`config.mk`:
```
export PLATFORM = sky130hd
export DESIGN_NAME = regfile_scheduler
export DESIGN_NICKNAME = d
export VERILOG_FILES = /design/src/rtl/rf_sched_pkg.sv /design/src/rtl/regfile_scheduler_scoreboard.sv /design/src/rtl/regfile_scheduler.sv
export SDC_FILE = /design/constraint.sdc
export NUM_CORES = 1
export LEC_CHECK = 0
export ABC_AREA = 0
export BUFFER_PORTS_ARGS = -buffer_cell sky130_fd_sc_hd__buf_2
export CAP_MARGIN = 20
export CORE_ASPECT_RATIO = 1.2
export CORE_UTILIZATION = 42
export DETAILED_ROUTE_END_ITERATION = 10
export HOLD_SLACK_MARGIN = 0.05
export PLACE_DENSITY = 0.87
export SETUP_SLACK_MARGIN = 0.05
export SLEW_MARGIN = 20
export SYNTH_ARGS = -nofsm -noshare
export SYNTH_HDL_FRONTEND = slang
export SYNTH_SLANG_ARGS = --single-unit
```
`constraint.sdc`:
```
create_clock -name clk -period 1.86 [get_ports clk]
set_input_delay 0.186 -clock clk [delete_from_list [all_inputs] [get_ports clk]]
set_output_delay 0.186 -clock clk [all_outputs]
set_load 0.01 [all_outputs]
```
`src/rtl/rf_sched_pkg.sv`:
```
// Shared types and constants for the regfile write-port scheduler.
package rf_sched_pkg;

  localparam int XLEN_C = 32;
  localparam int AW_C   = 5;
  localparam logic [AW_C-1:0] REG_ZERO = 5'd0;

  typedef enum logic [1:0] {
    IDLE  = 2'd0,
    WAIT  = 2'd1,
    FORCE = 2'd2
  } sched_state_t;

  typedef enum logic [1:0] {
    GNT_NONE = 2'd0,
    GNT_WB   = 2'd1,
    GNT_LL   = 2'd2
  } grant_src_t;

endpackage

```
`src/rtl/regfile_scheduler_scoreboard.sv`:
```
// Pending-destination scoreboard: one bit per architectural register, set on
// long-latency issue, cleared on its writeback; x0 is never marked pending.
module rf_scoreboard
  import rf_sched_pkg::*;
#(
  parameter int NREG = 32,
  parameter int AW   = AW_C
) (
  input  logic          clk,
  input  logic          rst_n,
  input  logic          set_en,
  input  logic [AW-1:0] set_idx,
  input  logic          clr_en,
  input  logic [AW-1:0] clr_idx,
  input  logic [AW-1:0] rs1,
  input  logic [AW-1:0] rs2,
  input  logic [AW-1:0] rd,
  output logic          hazard
);

  logic [NREG-1:0] pending_r;
  logic [NREG-1:0] pending_nxt_s;

  // Next pending vector; the set is applied after the clear so it wins.
  always_comb begin
    pending_nxt_s = pending_r;
    if (clr_en) begin
      pending_nxt_s[clr_idx] = 1'b0;
    end else begin
      pending_nxt_s = pending_r;
    end
    if (set_en) begin
      pending_nxt_s[set_idx] = 1'b1;
    end else begin
      pending_nxt_s[0] = 1'b0;
    end
    pending_nxt_s[0] = 1'b0;
  end

  // Pending register.
  always_ff @(posedge clk or negedge rst_n) begin
    if (!rst_n) begin
      pending_r <= {NREG{1'b0}};
    end else begin
      pending_r <= pending_nxt_s;
    end
  end

  assign hazard = pending_r[rs1] | pending_r[rs2] | pending_r[rd];

endmodule

```
`src/rtl/regfile_scheduler.sv`:
```
// Arbitrates the single regfile write port between WB and a long-latency unit
// and raises the decode hazard stall. Optional starvation guard: RF_STARVE_GUARD_EN.
module regfile_scheduler
  import rf_sched_pkg::*;
#(
  parameter int XLEN       = XLEN_C,
  parameter int NREG       = 32,
  parameter int AW         = AW_C,
  parameter int STARVE_MAX = 4
) (
  input  logic            clk,
  input  logic            rst_n,
  input  logic            wb_we,
  input  logic [AW-1:0]   wb_rd,
  input  logic [XLEN-1:0] wb_data,
  input  logic            ll_valid,
  output logic            ll_ready,
  input  logic [AW-1:0]   ll_rd,
  input  logic [XLEN-1:0] ll_data,
  input  logic            iss_valid,
  input  logic [AW-1:0]   iss_rd,
  input  logic [AW-1:0]   dec_rs1,
  input  logic [AW-1:0]   dec_rs2,
  input  logic [AW-1:0]   dec_rd,
  output logic            dec_stall,
  output logic            wb_hold,
  output logic            RUWr,
  output logic [AW-1:0]   Rd,
  output logic [XLEN-1:0] DataWr
);

  if (STARVE_MAX < 1 || STARVE_MAX > 15) begin : g_bad_starve_max
    $error("STARVE_MAX must be in 1..15");
  end

  sched_state_t state_r, state_nxt_s;
  logic [3:0]   cnt_r, cnt_nxt_s;
  grant_src_t   gnt_s;
  logic         in_force_s;
  logic         ll_xfer_s;
  logic         hazard_s;

  // Grant selection: WB wins unless the starvation guard is forcing a yield.
  always_comb begin
    gnt_s      = GNT_NONE;
    in_force_s = 1'b0;
`ifdef RF_STARVE_GUARD_EN
    in_force_s = (state_r == FORCE);
`endif
    if (in_force_s) begin
      gnt_s = ll_valid ? GNT_LL : GNT_NONE;
    end else if (wb_we) begin
      gnt_s = GNT_WB;
    end else if (ll_valid) begin
      gnt_s = GNT_LL;
    end else begin
      gnt_s = GNT_NONE;
    end
  end

  assign ll_xfer_s = (gnt_s == GNT_LL);

  // State and wait-counter register.
  always_ff @(posedge clk or negedge rst_n) begin
    if (!rst_n) begin
      state_r <= IDLE;
      cnt_r   <= 4'd0;
    end else begin
      state_r <= state_nxt_s;
      cnt_r   <= cnt_nxt_s;
    end
  end

  // Next-state logic: count how long a long-latency result has been blocked by WB.
  always_comb begin
    state_nxt_s = state_r;
    cnt_nxt_s   = cnt_r;
    case (state_r)
      IDLE: begin
        if (ll_valid && (gnt_s == GNT_WB)) begin
          state_nxt_s = WAIT;
          cnt_nxt_s   = 4'd1;
        end else begin
          state_nxt_s = IDLE;
          cnt_nxt_s   = 4'd0;
        end
      end
      WAIT: begin
        if (ll_xfer_s) begin
          state_nxt_s = IDLE;
          cnt_nxt_s   = 4'd0;
`ifdef RF_STARVE_GUARD_EN
        end else if (cnt_r == 4'(STARVE_MAX)) begin
          state_nxt_s = FORCE;
        end else begin
          cnt_nxt_s = cnt_r + 4'd1;
        end
`else
        end else if (cnt_r != 4'd15) begin
          cnt_nxt_s = cnt_r + 4'd1;
        end else begin
          cnt_nxt_s = cnt_r;
        end
`endif
      end
      FORCE: begin
        state_nxt_s = IDLE;
        cnt_nxt_s   = 4'd0;
      end
      default: begin
        state_nxt_s = IDLE;
        cnt_nxt_s   = 4'd0;
      end
    endcase
  end

  // Write-port mux and handshake outputs, all forced low while in reset.
  always_comb begin
    RUWr     = 1'b0;
    Rd       = {AW{1'b0}};
    DataWr   = {XLEN{1'b0}};
    ll_ready = 1'b0;
    wb_hold  = 1'b0;
    if (!rst_n) begin
      wb_hold = 1'b0;
    end else begin
      case (gnt_s)
        GNT_WB: begin
          RUWr   = (wb_rd != REG_ZERO);
          Rd     = wb_rd;
          DataWr = wb_data;
        end
        GNT_LL: begin
          ll_ready = 1'b1;
          RUWr     = (ll_rd != REG_ZERO);
          Rd       = ll_rd;
          DataWr   = ll_data;
        end
        default: begin
          RUWr = 1'b0;
        end
      endcase
      wb_hold = in_force_s;
    end
  end

  rf_scoreboard #(
    .NREG (NREG),
    .AW   (AW)
  ) u_scoreboard (
    .clk     (clk),
    .rst_n   (rst_n),
    .set_en  (iss_valid && !hazard_s && (iss_rd != REG_ZERO)),
    .set_idx (iss_rd),
    .clr_en  (ll_xfer_s && (ll_rd != REG_ZERO)),
    .clr_idx (ll_rd),
    .rs1     (dec_rs1),
    .rs2     (dec_rs2),
    .rd      (dec_rd),
    .hazard  (hazard_s)
  );

  assign dec_stall = rst_n & hazard_s;

endmodule

```
==> metrics.txt <==
outcome finished with violations; failing checks negative setup slack; Slew HR 53.8%; Sequential Power Share 32.2%; Avg Vias per Cell 6.35; clock slew seen by the registers of the worst setup and hold paths 70 ps; H-Tree Depth 2; crit path kind reg2out; Total GRT Usage 35.5%; Tcrit/Tclk final 127%; max FFs per register 31; I/O Buffers 138; Period minus WS final 2360 ps; hold_ws 263 ps; final instance area 4340 sq um; Synth Area per Inst 9.96 sq um; Area Growth Syn to Fin 52.9%; ANT nets after route 0; min-delay worst type in2reg; Mapped Cells 285; worst path arrival time 2170 ps; CTS buffer count 5; largest net degree at the start of global routing 35; Synth top area share 27.3%; delay of the slowest critical-path stage 480 ps; gpl congestion 0.993; Worst-Skew Late Latency 290 ps; Fin. Hold Viols 0; die area 7090 sq um; Netlist cell types 48; Yosys warnings 0; total power 3.23 mW; CTS tree built; max-cap violation count 0; site row count 32; core region area 6490 sq um; commonest non-fill, non-tap cells in the layout 138 x buf_2, 57 x buf_4, 37 x a22o_1; vias 3506; first-pass GRT wire length 18.6 mm; final worst slack -497 ps; Int Pwr 2.01 mW; Worst Path Required 1670 ps; Leak 2.15 nW; Largest delay share family, worst path compound AO/OA/AOI/OAI gates; Worst VDD drop 0.373 mV; CTS max path bufs 2; die height 92.1 um; final setup vio count 32; mux contribution to synthesized area 18.6%; first-pass iteration count of the detailed router 5; Top Registers u_scoreboard.pending_r: 31 flops; commonest non-fill, non-tap cell in the layout buf_2; post-DP HPWL 9.96 mm; Simple-Gate Fraction of Synth Area 13.8%; Max Slew Vio Count 0; transition time of the tightest slew-check pin 691 ps; post-DR wirelength/cell 22.6 um; Clock Power Share 16.7%; combinational share of power 51.1%; fraction of the mapped netlist area in compound gates 33.3%; Seq/Total Area, Yosys 27.3%; Area after DPL 4120 sq um; critical path, cell by cell mux4_2 > and4b_1 > a31oi_1 > o211a_1 > o311ai_4 > o21a_1 > buf_2; pre-CTS setup slack -401 ps; Largest Register u_scoreboard.pending_r; share of cells above drive strength 1 55.5%; Starting Density 43.8%; critical path endpoint category output pin; Critical Path Fanout Max 3; Worst Skew 7.19 ps; final-stage net count 562; final WL 12.5 mm; clock sinks 31; RSZ-0062 raised after global routing yes; initial antenna violation count 3; gr ovfl total 0; Mapped Nets 384; sw frac 37.9%; Cell Area, Synth 2840 sq um; area leader, netlist dfrtp_1; number of global-route vias before repair 3340; #FFs+latches synth 31; Sw Pwr 1.22 mW; Die Wd 77.1 um; xor and xnor fraction of the mapped netlist area 0%; largest family of logic cells by synthesized area compound AO/OA/AOI/OAI gates; critical path's slowest cell mux4_2; pwr/cell area 744 nW/um^2; Final Core Density 66.9%; critical path startpoint category register; DRC violations left 0; Max Fclk 0.424 GHz; adder-cell area share of the yosys netlist 0%; Top Ports 140; clock root buffer clkbuf_8; worst path bufs/invs 1; dominant cells by area after synthesis dfrtp_1 27%, a22o_1 11%, o41ai_1 9.3%; Starting DRT DRC Count 232
metal layers:
layer  track usage, %  routed length, um  vias up
met2             62.3               6180      266
li1                 -                  -     1545
met1             42.1               4480     1657
met4             11.3                369        2
met3             9.25               1430       36
met5                0                 11        -
cell type report:
class	instances	area (sq um)
inverters	4	15.0
clock buffers	6	82.6
well taps	85	106
flip-flops and latches	31	776
fillers	541	2150
diodes	4	10.0
repair buffers	199	1190
multi-input cells	222	2160
clock inverters	1	5.00
path summary, 6_finish.rpt:
kind	from	to	slack [ps]	cells past startpoint
worst max-delay path	u_scoreboard.pending_r[23]	dec_stall	-500	7
worst min-delay path	ll_rd[0]	u_scoreboard.pending_r[20]	260	3
worst max register to register	u_scoreboard.pending_r[23]	u_scoreboard.pending_r[21]	-450	8
worst min register to register	u_scoreboard.pending_r[18]	u_scoreboard.pending_r[18]	600	2
max in group asynchronous	rst_n	u_scoreboard.pending_r[22]	1150	3
min in group asynchronous	rst_n	u_scoreboard.pending_r[27]	550	3
per-stage QoR:
step           setup TNS, ps  instances
6_report              -12630        552
5_1_grt               -14720        548
4_1_cts               -11460        547
3_5_place_dp          -11230        537
3_3_place_gp          -10400        537
2_1_floorplan          -3730        285
worst min-delay path: cells and delay by family:
family / cells / cell delay [ps]
buffers and inverters: 1 / 160
AO/OA/AOI/OAI: 2 / 180
cells by family (layout without fill, tap and decap cells):
kind of cell | after synthesis | after routing
compound gates | 120 | 120
flops | 31 | 31
buf+inv | 32 | 210
other cells | 1 | 5
mux | 32 | 32
simple gates | 69 | 69
power groups by stage:
| stage | Clock, mW | Sequential [mW] | Combinational [mW] |
|---|---|---|---|
| global route | 0.574 | 1.05 | 1.75 |
| CTS | 0.543 | 1.02 | 1.59 |
| detailed placement | 0 | 1.04 | 1.52 |
| floorplan | 0 | 0.957 | 0.921 |
| finish | 0.541 | 1.04 | 1.65 |
| global placement | 0 | 1.03 | 1.51 |
cells in the mapped netlist (all sizes together):
cell type  number
mux2i          16
nand2          13
nor2b           5
o311ai          2
nor4b           1
or3b            4
and2            2
mux4           15
o41ai          32
o31ai           1
nand2b          1
dfrtp          31
nand4b          1
nand4           4
o41a            1
or2b            1
a31oi           1
nand3b          9
nand3           7
a2111oi         1
a21oi           5
mux2            1
nor3b           1
and4b           1
o21a            1
clkbuf         11
conb            1
nor3            3
a311oi          1
buf            17
o21ai          30
o211ai          2
nor2           13
o211a           1
or3             2
inv             4
a311o           1
a22o           37
a22oi           4
or4b            1
timing repair:
| item | in CTS | in global routing |
|---|---|---|
| endpoints found under the hold margin | 31 | 0 |
| buffers inserted | 2 | 1 |
| hold buffers | 1 | 0 |
| cloned | 0 | 0 |
| setup endpoints to repair | 32 | 33 |
| pin swaps | 3 | 1 |
| gates resized for setup | 7 | 6 |
Note: power is estimated with default switching activity, not from simulation.
